$ cat config.mk
export PLATFORM = sky130hd
export DESIGN_NAME = nibble_add_ctrl
export DESIGN_NICKNAME = d
export VERILOG_FILES = /design/src/rtl/nibble_add_ctrl_pkg.sv /design/src/rtl/adder4_slice.sv /design/src/rtl/nibble_add_ctrl.sv
export SDC_FILE = /design/constraint.sdc
export NUM_CORES = 1
export LEC_CHECK = 0
export BUFFER_PORTS_ARGS = -buffer_cell sky130_fd_sc_hd__buf_4
export CAP_MARGIN = 5
export CORE_MARGIN = 5
export CORE_UTILIZATION = 59
export CTS_CLUSTER_DIAMETER = 80
export DETAILED_ROUTE_END_ITERATION = 6
export PLACE_DENSITY = 0.85
export SLEW_MARGIN = 20
export SYNTH_ARGS = -nofsm -noshare
export SYNTH_HDL_FRONTEND = slang
export SYNTH_SLANG_ARGS = --single-unit
$ cat constraint.sdc
create_clock -name clk -period 6.95 [get_ports clk]
set_clock_uncertainty 0.15 [all_clocks]
set_input_delay 0.3475 -clock clk [delete_from_list [all_inputs] [get_ports clk]]
set_output_delay 0.3475 -clock clk [all_outputs]
set_load 0.01 [all_outputs]
$ cat src/rtl/nibble_add_ctrl_pkg.sv
// Shared types and constants for the nibble-serial add/subtract controller.
package nibble_add_ctrl_pkg;

  localparam int unsigned SLICE_W = 4;

  localparam logic OP_ADD = 1'b0;
  localparam logic OP_SUB = 1'b1;

  typedef enum logic [1:0] {
    StIdle = 2'd0,
    StRun  = 2'd1,
    StDone = 2'd2
  } state_e;

endpackage

$ cat src/rtl/adder4_slice.sv
// Combinational 4-bit ripple adder slice; also exposes the carry into bit 3.
module adder4_slice
  import nibble_add_ctrl_pkg::*;
(
  input  logic [SLICE_W-1:0] a,
  input  logic [SLICE_W-1:0] b,
  input  logic               cin,
  output logic [SLICE_W-1:0] s,
  output logic               cout,
  output logic               c3
);

  logic [SLICE_W-1:0] low;
  logic [1:0]         high;

  // Split at bit 3 so the MSB carry-in is available for overflow detection.
  assign low  = {1'b0, a[SLICE_W-2:0]} + {1'b0, b[SLICE_W-2:0]} + {{(SLICE_W-1){1'b0}}, cin};
  assign c3   = low[SLICE_W-1];
  assign high = {1'b0, a[SLICE_W-1]} + {1'b0, b[SLICE_W-1]} + {1'b0, c3};

  assign s    = {high[0], low[SLICE_W-2:0]};
  assign cout = high[1];

endmodule

$ cat src/rtl/nibble_add_ctrl.sv
// Nibble-serial adder/subtractor: one shared 4-bit slice, LSB nibble first,
// IDLE -> RUN (NIBBLES cycles) -> DONE (one-cycle done pulse).
module nibble_add_ctrl
  import nibble_add_ctrl_pkg::*;
#(
  parameter int unsigned NIBBLES = 4
) (
  input  logic                   clk,
  input  logic                   rst_n,
  input  logic                   start,
  input  logic                   op,
  input  logic [4*NIBBLES-1:0]   a,
  input  logic [4*NIBBLES-1:0]   b,
  output logic                   busy,
  output logic                   done,
  output logic [4*NIBBLES-1:0]   sum,
  output logic                   cout,
  output logic                   ovf
);

  localparam int unsigned W    = SLICE_W * NIBBLES;
  localparam int unsigned IdxW = (NIBBLES > 1) ? $clog2(NIBBLES) : 1;
  localparam logic [IdxW-1:0] LastIdx = IdxW'(NIBBLES - 1);

  state_e            state_q, state_d;
  logic [W-1:0]      a_q, a_d;
  logic [W-1:0]      b_q, b_d;
  logic [W-1:0]      sum_q, sum_d;
  logic [IdxW-1:0]   idx_q, idx_d;
  logic              carry_q, carry_d;
  logic              cout_q, cout_d;
  logic              ovf_q, ovf_d;

  logic [SLICE_W-1:0] a_nib, b_nib, s_nib;
  logic               slice_cout, slice_c3;

  // Only indices 0..NIBBLES-1 can select a nibble; anything else yields zero.
  always_comb begin
    a_nib = '0;
    b_nib = '0;
    for (int unsigned i = 0; i < NIBBLES; i++) begin
      if (idx_q == IdxW'(i)) begin
        a_nib = a_q[SLICE_W*i +: SLICE_W];
        b_nib = b_q[SLICE_W*i +: SLICE_W];
      end
    end
  end

  adder4_slice u_slice (
    .a    (a_nib),
    .b    (b_nib),
    .cin  (carry_q),
    .s    (s_nib),
    .cout (slice_cout),
    .c3   (slice_c3)
  );

  always_comb begin
    state_d = state_q;
    a_d     = a_q;
    b_d     = b_q;
    sum_d   = sum_q;
    idx_d   = idx_q;
    carry_d = carry_q;
    cout_d  = cout_q;
    ovf_d   = ovf_q;

    unique case (state_q)
      StIdle: begin
        if (start) begin
          state_d = StRun;
          a_d     = a;
          // Subtract as A + ~B + 1: the +1 enters as the initial carry.
          b_d     = (op == OP_SUB) ? ~b : b;
          idx_d   = '0;
          carry_d = op;
        end
      end
      StRun: begin
        for (int unsigned i = 0; i < NIBBLES; i++) begin
          if (idx_q == IdxW'(i)) sum_d[SLICE_W*i +: SLICE_W] = s_nib;
        end
        carry_d = slice_cout;
        if (idx_q == LastIdx) begin
          state_d = StDone;
          idx_d   = '0;
          cout_d  = slice_cout;
          ovf_d   = slice_c3 ^ slice_cout;
        end else begin
          idx_d = idx_q + IdxW'(1);
        end
      end
      StDone: state_d = StIdle;
      default: state_d = StIdle;
    endcase
  end

  always_ff @(posedge clk or negedge rst_n) begin
    if (!rst_n) begin
      state_q <= StIdle;
      a_q     <= '0;
      b_q     <= '0;
      sum_q   <= '0;
      idx_q   <= '0;
      carry_q <= 1'b0;
      cout_q  <= 1'b0;
      ovf_q   <= 1'b0;
    end else begin
      state_q <= state_d;
      a_q     <= a_d;
      b_q     <= b_d;
      sum_q   <= sum_d;
      idx_q   <= idx_d;
      carry_q <= carry_d;
      cout_q  <= cout_d;
      ovf_q   <= ovf_d;
    end
  end

  assign busy = (state_q == StRun) || (state_q == StDone);
  assign done = (state_q == StDone);
  assign sum  = sum_q;
  assign cout = cout_q;
  assign ovf  = ovf_q;

endmodule

==> results.cfg <==
[status]
status = completed

[clock_network]
ctsResizeCount = 0
cts_root_buffer = clkbuf_8
insertion_delay_ns = 0.30
cts_tree = yes
cts_sinks = 55
cts_made_buffers = 5
cts.path.max_buffers = 2
path_clk_slew_ns = 0.10
post_cts_buffers = 0
ctsHtreeMaxLevel = 2

[floorplan]
dieHeight_um = 78.01
pin_count = 56
die_w_um = 78.01
std_cell_rows = 24
coreArea_um2 = 4414
dieArea_um2 = 6086
initial_core_util = 0.6182

[global_routing]
track_usage = 0.1880
grt_antenna_before_repair = 0
grt-ovfl-total = 0
grt_first_pass_wirelength_um = 9246
grt_max_degree = 56
grt_pass1_vias = 1974

[critical_path]
ff2ff_path_depth = 13
crit_path_cell_trace = inv_1 -> ha_1 -> a21oi_1 -> o21ai_0 -> a22oi_1 -> fa_1 -> nor2b_1 -> o21ai_0 -> nand2b_1 -> fa_1 -> or2b_1 -> or4_1 -> nand3_1
critPathLaunchType = flop
r2r_end = ovf
critical-path-max-stage-delay_ns = 0.52
path_class = reg2reg
worstReg2RegStart = idx_q[0]
crit_path_max_fanout = 17
ff2ff_setup_slack_ns = 3.55
timing.critical_path.buf_inv = 1
critPathCaptureType = flop
critical-path-top-delay-family = adder cells
cpMaxStageDelayCell = ha_1
arrival_ns = 3.50
worstPathRequired_ns = 7.05
critPathLaunch = idx_q[0]

[drt]
wire_per_inst_um = 14.67
viasPerCell = 5.494
first_pass_iters = 4
ant_nets = 0
drtIter0Drc = 161
remaining_drc_errors = 0
totalWireLength_um = 5281
num_vias = 1978

[timing]
fin_crit_sh = 0.4892
finalSetupViolCount = 0
max_slew_margin = 0.5284
fmaxAchievable_mhz = 294.1
hold_viol_final = 0
finalCriticalPeriod_ns = 3.400
setup_tns_ns = 0
rsz0062_at_grt = false
tightest_slew_ns = 0.7073
slew_viol_final = 0

[synth]
synth_top_area_cell = dfrtp_1
yosys-top-cells-count = dfrtp_1, nand2_1, a21oi_1
syn_inst = 258
ys_top_cells_by_area = dfrtp_1, mux2_1, nand2_1
syn_area_um2 = 2729
netlist.area_leader.share = 0.5044
synth_most_common_cell = dfrtp_1
yosys_warnings = 0
synth_seq_cells = 55
avgSynthCellArea_um2 = 10.58
ys_seq_area_frac = 0.5044
synthFlopType = dfrtp_1
yosys.cell_types.count = 30
synthesis.nets = 306
synth-edff-count = 0
synth-async-reset-ratio = 1.000

[min_path]
hold_path_end = a_q[14]
hold_start = a[14]
min_path_type = in2reg
holdPathStages = 2

[cells_and_area]
final_cell_area_um2 = 3241
final_layout_size_suffix_gt1_frac = 0.2403
diodes = 0
nNetsFinal = 355
fill_cells = 319
area_delta_synth_final_pct = 18.75

[power]
ir_drop_mv = 0.2496
power_leakage_uw = 0.001546
power_frac_comb = 0.530
clockPowerShare = 0.110
p_per_area_nw_per_um2 = 484.5
power_frac_seq = 0.361
swShare = 0.4094
internal_power_uw = 927.3
p_switching_uw = 642.7

[placement]
dpl.hpwl_um = 3929
place_area_um2 = 3142
gp_congestion = 0.7680
io_buffers = 55

[job]
cap_violations = 0
-- per-layer routing --
metal,vias up,global-route usage,routed length [um]
met3,10,0.04119,345
met4,0,0.06419,85
met2,63,0.3072,2464
met5,-,0,0
li1,974,-,-
met1,931,0.2498,2386
-- stage by stage --
stage | total power [uW] | cells | util | setup slack (ns) | hold WS, ns
CTS | 1582 | 360 | 0.7341 | 3.589 | 0.09212
detailed placement | 1408 | 351 | 0.7117 | 3.614 | 0.2765
floorplan | 1135 | 258 | - | 3.820 | -0.09809
finish | 1570 | 360 | 0.7341 | 3.550 | 0.09600
global route | 1727 | 360 | 0.7341 | 3.239 | 0.09181
global placement | 1375 | 351 | 0.7117 | 3.741 | 0.2740
-- cells in the final DEF (no fill, tap or decap), drive strengths merged, types with 2 or more instances in the layout --
cell type and instances:
a22oi 2, mux2 25, nand2b 3, nor2 5
ha 9, a32o 2, a21oi 24, fa 3
clkinvlp 2, nand2 34, buf 56, nand3 3
inv 16, xnor2 13, a22o 6, xor2 4
dfrtp 55, o21ai 30, clkbuf 5, and4b 2
-- worst reg2reg max path: stages, from the launching register on --
cell,delay [ns]
dfrtp_1,0.44
inv_1,0.10
ha_1,0.52
a21oi_1,0.08
o21ai_0,0.10
a22oi_1,0.11
fa_1,0.45
nor2b_1,0.19
o21ai_0,0.10
nand2b_1,0.10
fa_1,0.28
or2b_1,0.24
or4_1,0.39
nand3_1,0.09
-- kinds of logic after synthesis --
group / count (synthesis) / share of synthesized area
adder cells (fa/ha/maj): 12 / 0.06328
flip-flops: 55 / 0.5044
buffers and inverters: 31 / 0.04860
XOR/XNOR: 17 / 0.05456
multiplexers: 26 / 0.1068
AND/OR/NAND/NOR: 52 / 0.08804
AO/OA/AOI/OAI: 65 / 0.1343
-- area by class of cell --
class / count / area [um^2] / share of cell area
multi-input cells: 172 / 1220 / 0.3764
well taps: 52 / 65.06 / 0.02008
repair buffers: 57 / 430.4 / 0.1328
clock buffers: 5 / 68.82 / 0.02124
clock inverters: 3 / 20.02 / 0.006178
inverters: 16 / 60.06 / 0.01853
flip-flops and latches: 55 / 1376 / 0.4247
-- how the worst max path moves through the flow --
stage	to	slack (ns)	cells after the start
2_1_floorplan	ovf	3.82	15
3_3_place_gp	ovf	3.74	13
3_5_place_dp	ovf	3.61	13
4_1_cts	ovf	3.59	13
5_1_grt	ovf	3.24	10
6_report	ovf	3.55	13
-- flip-flops by register name, summed over array words and instances (netlist names) --
register and cells:
state_q 2, cout 1, ovf 1, a_q 16, b_q 16, idx_q 2, carry_q 1, sum 16
-- what timing repair did --
action | in CTS | in global routing
endpoints found under the hold margin | 55 | 0
hold buffers | 1 | 0
setup endpoints to repair | 0 | 0
-- power groups by stage --
stage / clock network, uW / registers [uW] / logic [uW]
floorplan: 0 / 569 / 567
CTS: 176 / 567 / 838
finish: 172 / 566 / 832
detailed placement: 0 / 573 / 834
global placement: 0 / 569 / 806
global route: 188 / 587 / 952
No activity file was read; power rests on OpenSTA's default activity.
